**config.mk**
```make
export PLATFORM = sky130hd
export DESIGN_NAME = gsim_mem_resp
export DESIGN_NICKNAME = d
export VERILOG_FILES = /design/src/rtl/gsim_mem_resp.sv
export SDC_FILE = /design/constraint.sdc
export NUM_CORES = 1
export LEC_CHECK = 0
export CORE_AREA = 2 2 217 219
export CTS_CLUSTER_DIAMETER = 120
export CTS_CLUSTER_SIZE = 40
export DETAILED_ROUTE_END_ITERATION = 8
export DIE_AREA = 0 0 219 221
export SYNTH_ARGS = -nofsm -noshare
export SYNTH_HDL_FRONTEND = slang
export SYNTH_SLANG_ARGS = --single-unit
export TNS_END_PERCENT = 30
```
**constraint.sdc**
```tcl
create_clock -name i_clk -period 2.1 [get_ports i_clk]
set_clock_uncertainty 0.2 [all_clocks]
set_input_delay 0.42 -clock i_clk [delete_from_list [all_inputs] [get_ports i_clk]]
set_output_delay 0.42 -clock i_clk [all_outputs]
set_load 0.02 [all_outputs]
```
**src/rtl/gsim_mem_resp.sv**
```systemverilog
// rtl/gsim_mem_resp.sv - GSIM matrix-read responder with SRAM refresh scheduling and LFSR back-pressure
module gsim_mem_resp #(
    parameter int          SRAM_LAT       = 1,
    parameter int          REFRESH_PERIOD = 256,
    parameter int          REFRESH_LEN    = 4,
    parameter logic [15:0] LFSR_SEED      = 16'hACE1
) (
    input  logic         i_clk,
    input  logic         i_rst_n,
    input  logic         i_mem_rreq,
    input  logic [9:0]   i_mem_addr,
    output logic         o_mem_rrdy,
    output logic [255:0] o_mem_dout,
    output logic         o_mem_dout_vld,
    input  logic         i_stall_en,
    output logic         o_sram_cen,
    output logic [9:0]   o_sram_addr,
    input  logic [255:0] i_sram_q,
    output logic         o_sram_ref,
    output logic [15:0]  o_rd_cnt
);

    typedef enum logic [1:0] {
        ST_SERVE   = 2'd0,
        ST_DRAIN   = 2'd1,
        ST_REFRESH = 2'd2
    } state_t;

    state_t         r_state;
    state_t         w_state_next;
    logic [15:0]    r_lfsr;
    logic [15:0]    w_lfsr_next;
    logic [SRAM_LAT:0] r_vpipe;
    logic [15:0]    r_per_cnt;
    logic [15:0]    r_len_cnt;
    logic           r_rrdy;
    logic           r_cen;
    logic [9:0]     r_addr;
    logic           r_ref;
    logic           r_vld;
    logic [255:0]   r_dout;
    logic [15:0]    r_rd_cnt;
    logic           w_accept;
    logic           w_pipe_clear;
    logic           w_per_hit;
    logic           w_len_hit;

    assign w_accept    = i_mem_rreq && r_rrdy;
    assign w_lfsr_next = {r_lfsr[14:0], r_lfsr[15] ^ r_lfsr[13] ^ r_lfsr[12] ^ r_lfsr[10]};
    // The pipe will be empty after this edge once nothing sits below the capture stage
    // (no new reads can enter while draining).
    assign w_pipe_clear = (r_vpipe[SRAM_LAT-1:0] == '0);
    assign w_per_hit    = (REFRESH_PERIOD != 0) && (r_per_cnt == 16'(REFRESH_PERIOD - 1));
    assign w_len_hit    = (r_len_cnt == 16'(REFRESH_LEN - 1));

    // Next-state decode: SERVE -> DRAIN (or straight to REFRESH when idle) -> REFRESH -> SERVE
    always_comb begin
        w_state_next = r_state;
        case (r_state)
            ST_SERVE: begin
                if (w_per_hit) begin
                    w_state_next = (!w_accept && w_pipe_clear) ? ST_REFRESH : ST_DRAIN;
                end
            end
            ST_DRAIN: begin
                if (w_pipe_clear) begin
                    w_state_next = ST_REFRESH;
                end
            end
            ST_REFRESH: begin
                if (w_len_hit) begin
                    w_state_next = ST_SERVE;
                end
            end
            default: w_state_next = ST_SERVE;
        endcase
    end

    // Control state: FSM, LFSR, refresh counters and the in-flight valid pipe
    always_ff @(posedge i_clk or negedge i_rst_n) begin
        if (!i_rst_n) begin
            r_state   <= ST_SERVE;
            r_lfsr    <= LFSR_SEED;
            r_vpipe   <= '0;
            r_per_cnt <= '0;
            r_len_cnt <= '0;
            r_rrdy    <= 1'b0;
            r_ref     <= 1'b0;
        end else begin
            r_state   <= w_state_next;
            r_lfsr    <= w_lfsr_next;
            r_vpipe   <= {r_vpipe[SRAM_LAT-1:0], w_accept};
            r_per_cnt <= (r_state == ST_SERVE) ? r_per_cnt + 16'd1 : 16'd0;
            r_len_cnt <= (r_state == ST_REFRESH) ? r_len_cnt + 16'd1 : 16'd0;
            r_rrdy    <= (w_state_next == ST_SERVE) && (!i_stall_en || w_lfsr_next[0]);
            r_ref     <= (w_state_next == ST_REFRESH);
        end
    end

    // Datapath: SRAM launch on acceptance, capture of returning row, request counter
    always_ff @(posedge i_clk or negedge i_rst_n) begin
        if (!i_rst_n) begin
            r_cen    <= 1'b0;
            r_addr   <= '0;
            r_vld    <= 1'b0;
            r_dout   <= '0;
            r_rd_cnt <= '0;
        end else begin
            r_cen <= w_accept;
            if (w_accept) begin
                r_addr   <= i_mem_addr;
                r_rd_cnt <= r_rd_cnt + 16'd1;
            end
            r_vld  <= r_vpipe[SRAM_LAT];
            r_dout <= r_vpipe[SRAM_LAT] ? i_sram_q : '0;
        end
    end

    assign o_mem_rrdy     = r_rrdy;
    assign o_mem_dout     = r_dout;
    assign o_mem_dout_vld = r_vld;
    assign o_sram_cen     = r_cen;
    assign o_sram_addr    = r_addr;
    assign o_sram_ref     = r_ref;
    assign o_rd_cnt       = r_rd_cnt;

endmodule

```
# After elaboration in Yosys (flattened, before gate mapping)
# Cells that the tools add are included.
# totals
regBits,338
latchBits,0
ramBits,0
mem_bits_ro,0
in_bits,270
out_inout_bits,286
elab_cells,40
mem_count,0
# op_classes
n_addsub,3
mul,0
n_div,0
order_cmp,0
eq_ne,5
shift,0
muxes,8
n_bitwise,4
reduce_logical,8
# ops
op,count
256-bit 2-to-1 mux,1
16-bit by 1-bit adder with 16-bit output (second input constant),3
16-bit 2-to-1 mux,2
16-bit by 2-bit equality test with 1-bit output (second input constant),1
16-bit by 8-bit equality test with 1-bit output (second input constant),1
2-bit 2-to-1 mux,4
2-bit one-hot mux with 3 select lines,1
2-bit equality test (second input constant),2
2-bit zero test,2
1-bit logical AND,3
1-bit bitwise XOR,3
2-bit by 1-bit equality test with 1-bit output (second input constant),1
1-bit zero test,2
1-bit logical OR,1
1-bit NOT,1

# Longest topological paths before layout
# Gate-level depths: netlist (run 1).
# logic_depth
depth_word,8
mapped_depth,5

# Worst setup path after synthesis (run 1)
# No wires, ideal clock.
# synth_timing
path_kind,register to register
start,"register r_rd_cnt[3], in the netlist o_rd_cnt[3]"
end,"register r_rd_cnt[15], in the netlist o_rd_cnt[15]"
setup_ps,128
arrival_time_ps,1395
required_time_ps,1772
path_slack_ps,377
stages_incl_launch_ff,5
path_buffers,0
path_cell_list,dfrtp_1 > nand4_1 > nor4_4 > nand4_1 > xnor2_1
# synth_between
elab_chain_len,1
# synth_rtl
item,line,text
"start, declared",42,logic [15:0] r_rd_cnt;
"start signal, assigned",112,r_rd_cnt <= r_rd_cnt + 16'd1;
16-bit by 1-bit adder with 16-bit output,112,
# No other way between the ends.
# A chain may end at the register's enable or synchronous reset.

==> qor.csv, run 1 <==
stage;metric;value;unit
logic_synthesis;post-synthesis cell count;841;
global_route;Remaining Overflow, GRT;0;
timing;Slew HR;70.4;%
placement;number of port buffers;555;
layout;Nets;1674;
global_route;gr usage total;14.9;%
logic_synthesis;Seq cells post-synth;337;
detailed_routing;DRC Markers;0;
logic_synthesis;cell area after synthesis;11400;um2
floorplan;Top Ports;556;
timing;Worst Slack Setup Final;120;ps
setup_path;Critical Path Start Type;flop;
setup_path;WS Path Type;reg2out;
layout;commonest non-fill, non-tap cells in the layout;dfrtp_1 (328), dlygate4sd2_1 (286), clkdlybuf4s50_1 (268);
setup_path;critical path peak fanout;6;
clock_network;Sink Count;337;
logic_synthesis;mean post-synth cell area;13.6;um2
setup_path;crit-path cells;dlygate4sd2_1;
timing;final hold vios;0;
detailed_routing;Via density;3.96;
placement;pre-CTS WS;-3.72;ps
clock_network;Clock Latency Late Sink;510;ps
detailed_routing;DR pass1 iterations;4;
placement;DPL Wire Length;28700;um
global_route;vias in the first global route;8745;
floorplan;Initial Utilization;24.8;%
power;pwr dens;664;nW/um2
logic_synthesis;syn nets;1114;
timing;max-slew violation count;0;
setup_path;CP bufs+invs;1;
timing;setup tns final;0;ps
detailed_routing;initial DRC count;368;
logic_synthesis;Yosys warning total;0;
power;leak pwr;9.16;nW
flow_run;max_cap viols;0;
setup_path;crit-path leading delay family;flip-flops;
setup_path;Data required, critical path;1480;ps
layout;most common cell after layout, fill and taps aside;dfrtp_1;
setup_path;CP peak stage delay;470;ps
layout;P&R area growth vs syn;57.3;%
clock_network;CTS tree;yes;
setup_path;crit path DAT;1360;ps
hold_path;type of the worst min-delay path;reg2reg;
logic_synthesis;Synth cell types;35;
clock_network;H-tree depth;1;
setup_path;Crit. End Element;output pin;
floorplan;chip width;219;um
global_route;wire length of the first global-routing pass;54700;um
placement;GPL Wtd Cong;0.830;
floorplan;CORE AREA;46100;um2
layout;Final Cell Area;18000;um2
floorplan;die area;48400;um2
status;status;completed;
detailed_routing;ANT nets after route;0;
timing;final setup vio count;0;
global_route;largest net degree at the start of global routing;85;
logic_synthesis;post-synthesis sequential area ratio;74.0;%
floorplan;FP Rows;79;
power;Peak VDD IR;0.000703;V
detailed_routing;WL/cell;17.9;um
clock_network;Clock Tree Root;clkbuf_16;
timing;final critical-path required period;1980;ps
timing;f_max;505;MHz
power;Tot Pwr;11.9;mW
global_route;initial antenna violation count;7;
clock_network;maximum root-to-sink buffer count;3;
timing;slew of the pin with the lowest slew margin;444;ps
clock_network;cts bufs inserted;13;
detailed_routing;via count;7975;
setup_path;critical path's slowest cell;dfrtp_1;
layout;proportion of layout cells with a drive suffix above 1;4.13;%
floorplan;Die Height;221;um
clock_network;clock-pin slew of the registers on the worst-case setup and hold paths;130;ps
detailed_routing;routed wire length;36200;um
timing;fin crit share;94.3;%
layout;FILL cells;4517;
timing;RSZ-0062 raised after global routing;false;
placement;DP Area;17900;um2
## cell usage after synthesis
cell,count,area (um2)
nand4_1,12,75.1
ha_1,3,37.5
or3_1,4,25.0
o21ai_0,8,40.0
or2_2,2,12.5
nand2_1,51,191
and3_1,3,18.8
or4_1,2,15.0
clkbuf_1,33,124
nor3_1,7,35.0
a31oi_1,1,6.26
a22oi_1,1,7.51
and4_2,1,10.0
dfrtp_1,329,8230
a21oi_1,5,25.0
o31ai_1,1,7.51
nor2_1,32,120
xor2_1,13,114
clkbuf_2,1,5.00
and4_1,2,17.5
xnor2_1,27,236
nor2b_1,1,6.26
nand4_2,1,12.5
a211oi_1,1,7.51
and4_4,1,11.3
inv_1,5,18.8
buf_1,1,3.75
a41o_1,1,10.0
nor4_1,9,56.3
nor4_4,1,21.3
and2_1,258,1610
nand2b_1,1,6.26
nor4b_1,1,8.76
dfstp_2,8,210
nand3_1,14,70.1
## flip-flops by register name (all words and copies together) (netlist names)
name / count
o_mem_rrdy: 1
r_len_cnt: 16
r_state: 2
o_sram_ref: 1
r_per_cnt: 16
r_vpipe: 2
o_rd_cnt: 16
o_mem_dout_vld: 1
r_lfsr: 16
o_mem_dout: 256
o_sram_addr: 10
## worst reg2reg max path, cell delays in order (launching register included)
cell	delay, ps
dfrtp_1	430
ha_1	250
and4_2	260
and3_1	220
a31oi_1	210
o21ai_0	110
## stage by stage
step | hold slack (ps) | instances | utilization [%]
3_3_place_gp | 137 | 1992 | 38.8
2_1_floorplan | -75.6 | 841 | -
3_5_place_dp | 135 | 1992 | 38.8
5_1_grt | 175 | 2013 | 39.0
6_report | 167 | 2015 | 39.0
4_1_cts | 168 | 2012 | 39.0
## path summary, 6_finish.rpt
| path | to | startpoint | slack (ps) | cells after the start |
|---|---|---|---|---|
| max in group asynchronous | o_mem_dout[37] | i_rst_n | 800 | 3 |
| hold reg to reg | r_lfsr[7] | r_lfsr[6] | 170 | 0 |
| hold / removal | r_lfsr[7] | r_lfsr[6] | 170 | 0 |
| setup / recovery | o_sram_cen | r_vpipe[0] | 120 | 1 |
| min in group asynchronous | o_mem_dout[238] | i_rst_n | 200 | 2 |
| setup reg to reg | r_state[1] | r_per_cnt[0] | 310 | 5 |
## per-layer routing
metal / share of wire (%) / vias to the layer above / track usage (%)
met5: 0.12 / - / 0
met4: 2.0 / 8 / 2.88
met3: 8.8 / 42 / 5.75
met2: 51 / 293 / 26.6
met1: 38 / 3885 / 16.8
li1: - / 3747 / -
## kinds of logic after synthesis
logic type                 count (synthesis)  synth area share (%)
and+or+nand+nor                          403                  20.4
DFF                                      337                  74.0
AOI/OAI and AO/OA                         18                 0.910
buffers and inverters                     40                  1.33
adders and majority gates                  3                 0.329
xor gates and xnor gates                  40                  3.07
## timing repair
| action | CTS | global route |
|---|---|---|
| endpoints found under the hold margin | 160 | 0 |
| hold buffers | 1 | 0 |
| setup endpoints to repair | 286 | 0 |
| buffers inserted | 0 | 0 |
| gates resized for setup | 286 | 0 |
## cell type report
type	instances	area [um2]	area share, %
Multi-Input combinational cell	464	2820	15.7
Clock inverter	5	80.1	0.446
Inverter	5	18.8	0.105
Sequential cell	337	8450	47.0
Antenna cell	3	7.51	0.0418
Clock buffer	14	329	1.83
Tap cell	607	759	4.23
Timing Repair Buffer	580	5490	30.6
## power by group
| group | internal, mW | switching (mW) | leakage, nW | total (mW) |
|---|---|---|---|---|
| Clock | 1.23 | 2.09 | 0.196 | 3.32 |
| Sequential | 6.75 | 0.126 | 4.50 | 6.87 |
| Combinational | 0.869 | 0.867 | 4.47 | 1.74 |
Power figures use the tool's default switching activity.
==> run 2, diff against run 1 <==
--- a/config.mk
+++ b/config.mk
@@ -10,6 +10,8 @@
 export CTS_CLUSTER_SIZE = 40
 export DETAILED_ROUTE_END_ITERATION = 8
 export DIE_AREA = 0 0 219 221
+export SKIP_LAST_GASP = 1
+export SLEW_MARGIN = 20
 export SYNTH_ARGS = -nofsm -noshare
 export SYNTH_HDL_FRONTEND = slang
 export SYNTH_SLANG_ARGS = --single-unit
==> qor.csv, run 2 (synthesized netlist as in run 1, its figures left out) <==
stage;metric;value;unit
flow_run;max_cap viols;0;
detailed_routing;WL/cell;18.0;um
layout;register area;8450;um2
global_route;gr usage total;14.9;%
floorplan;FP Rows;79;
global_route;global-route track usage on met2;26.4;%
floorplan;Initial Utilization;24.8;%
setup_path;crit-path leading delay family;buffers and inverters;
hold_path;Hold Startpoint;r_lfsr[6];
setup_path;CP peak stage delay;640;ps
layout;fin cells;2014;
clock_network;CTS tree;yes;
setup_path;WS Path Type;reg2out;
hold_path;worst hold path cell count;0;
detailed_routing;DR pass1 iterations;4;
timing;slew of the pin with the lowest slew margin;441;ps
floorplan;chip width;219;um
layout;P&R area growth vs syn;60.8;%
setup_path;R2R cell count;5;
layout;proportion of layout cells with a drive suffix above 1;4.13;%
power;pwr dens;656;nW/um2
clock_network;Clock Tree Root;clkbuf_16;
global_route;grt peak-use layer;met2;
clock_network;Sink Count;337;
timing;final critical-path required period;2130;ps
placement;number of port buffers;555;
timing;Worst Slack Setup Final;-26.6;ps
power;leak pwr;9.35;nW
setup_path;end of the worst register-to-register path;r_state[1];
setup_path;critical path's slowest cell;clkdlybuf4s50_1;
layout;commonest non-fill, non-tap cells in the layout;clkdlybuf4s50_1 (409), dfrtp_1 (328), and2_1 (258);
timing;RSZ-0062 raised after global routing;true;
clock_network;maximum root-to-sink buffer count;3;
floorplan;die area;48400;um2
clock_network;H-tree depth;1;
global_route;initial antenna violation count;6;
layout;Largest register FFs;256;
global_route;Remaining Overflow, GRT;0;
global_route;vias in the first global route;8735;
setup_path;Crit. End Element;output pin;
detailed_routing;Via density;3.97;
detailed_routing;DRC Markers;0;
setup_path;critical path peak fanout;1;
clock_network;cts bufs inserted;13;
setup_path;RR Startpoint;r_per_cnt[0];
setup_path;crit path DAT;1510;ps
detailed_routing;initial DRC count;413;
detailed_routing;ANT nets after route;0;
placement;pre-CTS WS;-3.72;ps
global_route;GR Layer Usage met3;5.43;%
hold_path;type of the worst min-delay path;reg2reg;
detailed_routing;via count;7995;
timing;fin crit share;101;%
placement;GPL Wtd Cong;0.830;
placement;DPL Wire Length;28700;um
global_route;wire length of the first global-routing pass;54800;um
layout;Nets;1674;
timing;max-slew violation count;0;
global_route;largest net degree at the start of global routing;85;
status;failing checks;negative setup slack;
detailed_routing;routed wire length;36300;um
global_route;met1 usage;17.0;%
hold_path;Hold Path End;r_lfsr[7];
power;Peak VDD IR;0.000716;V
setup_path;crit-path cells;clkdlybuf4s50_1;
timing;final hold vios;0;
floorplan;Die Height;221;um
setup_path;Data required, critical path;1480;ps
clock_network;Clock Latency Late Sink;520;ps
layout;most common cell after layout, fill and taps aside;clkdlybuf4s50_1;
floorplan;Top Ports;556;
clock_network;setup bufs post-CTS;0;
placement;placed cells;1992;
setup_path;CP bufs+invs;1;
setup_path;reg2reg setup slack;300;ps
layout;FILL cells;4451;
setup_path;Critical Path Start Type;flop;
timing;Slew HR;70.6;%
layout;area of the multi-input gates;2820;um2
timing;f_max;470;MHz
timing;final setup vio count;56;
floorplan;CORE AREA;46100;um2
status;status;finished with violations;
clock_network;clock-pin slew of the registers on the worst-case setup and hold paths;130;ps
## run 2: changes by cell type in the layout (fill, tap and decap cells not counted), sizes merged
cell / change
dlygate4sd2: -201
clkdlybuf4s50: +141
dlymetal6s2s: +60
diode: -1
## run 2: worst max-delay path by stage
| stage | slack (ps) | cells past startpoint | endpoint | from |
|---|---|---|---|---|
| floorplan | 380 | 4 | o_rd_cnt[15] | o_rd_cnt[3] |
| global placement | 0.6 | 5 | o_rd_cnt[15] | i_mem_rreq |
| detailed placement | -4 | 5 | o_rd_cnt[15] | i_mem_rreq |
| CTS | -70 | 1 | o_mem_dout[235] | o_mem_dout[235] |
| global route | -80 | 1 | o_mem_dout[15] | o_mem_dout[15] |
| finish | -30 | 1 | o_mem_dout[137] | o_mem_dout[137] |
## run 2: final cells by class
cell class	count	share of cell area, %
Sequential cell	337	46.0
Timing Repair Buffer	580	32.1
Multi-Input combinational cell	464	15.4
Tap cell	607	4.14
Clock buffer	14	1.79
Clock inverter	5	0.436
Inverter	5	0.102
Antenna cell	2	0.0273
## run 2: layer usage
metal | vias to the layer above | wire (um)
met5 | - | 34
met3 | 46 | 3200
met4 | 6 | 795
met2 | 290 | 18700
met1 | 3911 | 13600
li1 | 3742 | -
## run 2: where the power goes
part / internal (mW) / switching, mW / leakage [nW] / total [mW]
Sequential: 6.75 / 0.131 / 4.50 / 6.88
Combinational: 0.978 / 0.867 / 4.66 / 1.84
Clock: 1.23 / 2.09 / 0.196 / 3.32
Total: 8.95 / 3.09 / 9.35 / 12.0
## run 2: worst register-to-register path: cells and delay by family (launching register included)
| kind | cells | cell delay [ps] |
|---|---|---|
| adder cells (fa/ha/maj) | 1 | 250 |
| flip-flops | 1 | 430 |
| AO/OA/AOI/OAI | 2 | 320 |
| AND/OR/NAND/NOR | 2 | 480 |
## run 2: what timing repair did
action                                 4_1_cts  5_1_grt
resized for setup                           85       60
setup endpoints to repair                  286      201
pin swaps                                    0        0
cloned                                       0        0
hold buffers                                 1        0
endpoints found under the hold margin      160        0
## run 2: stage by stage
stage               TNS, ps  cell area, um2  power [mW]  hold slack (ps)  utilization [%]
floorplan                 0           11400        7.60            -75.6                -
global placement          0           17900        8.95              137             38.8
detailed placement    -3.72           17900        8.97              135             38.8
CTS                   -9030           18200        12.3              168             39.5
global route          -7770           18400        12.6              175             39.8
finish                 -531           18400        12.0              167             39.8
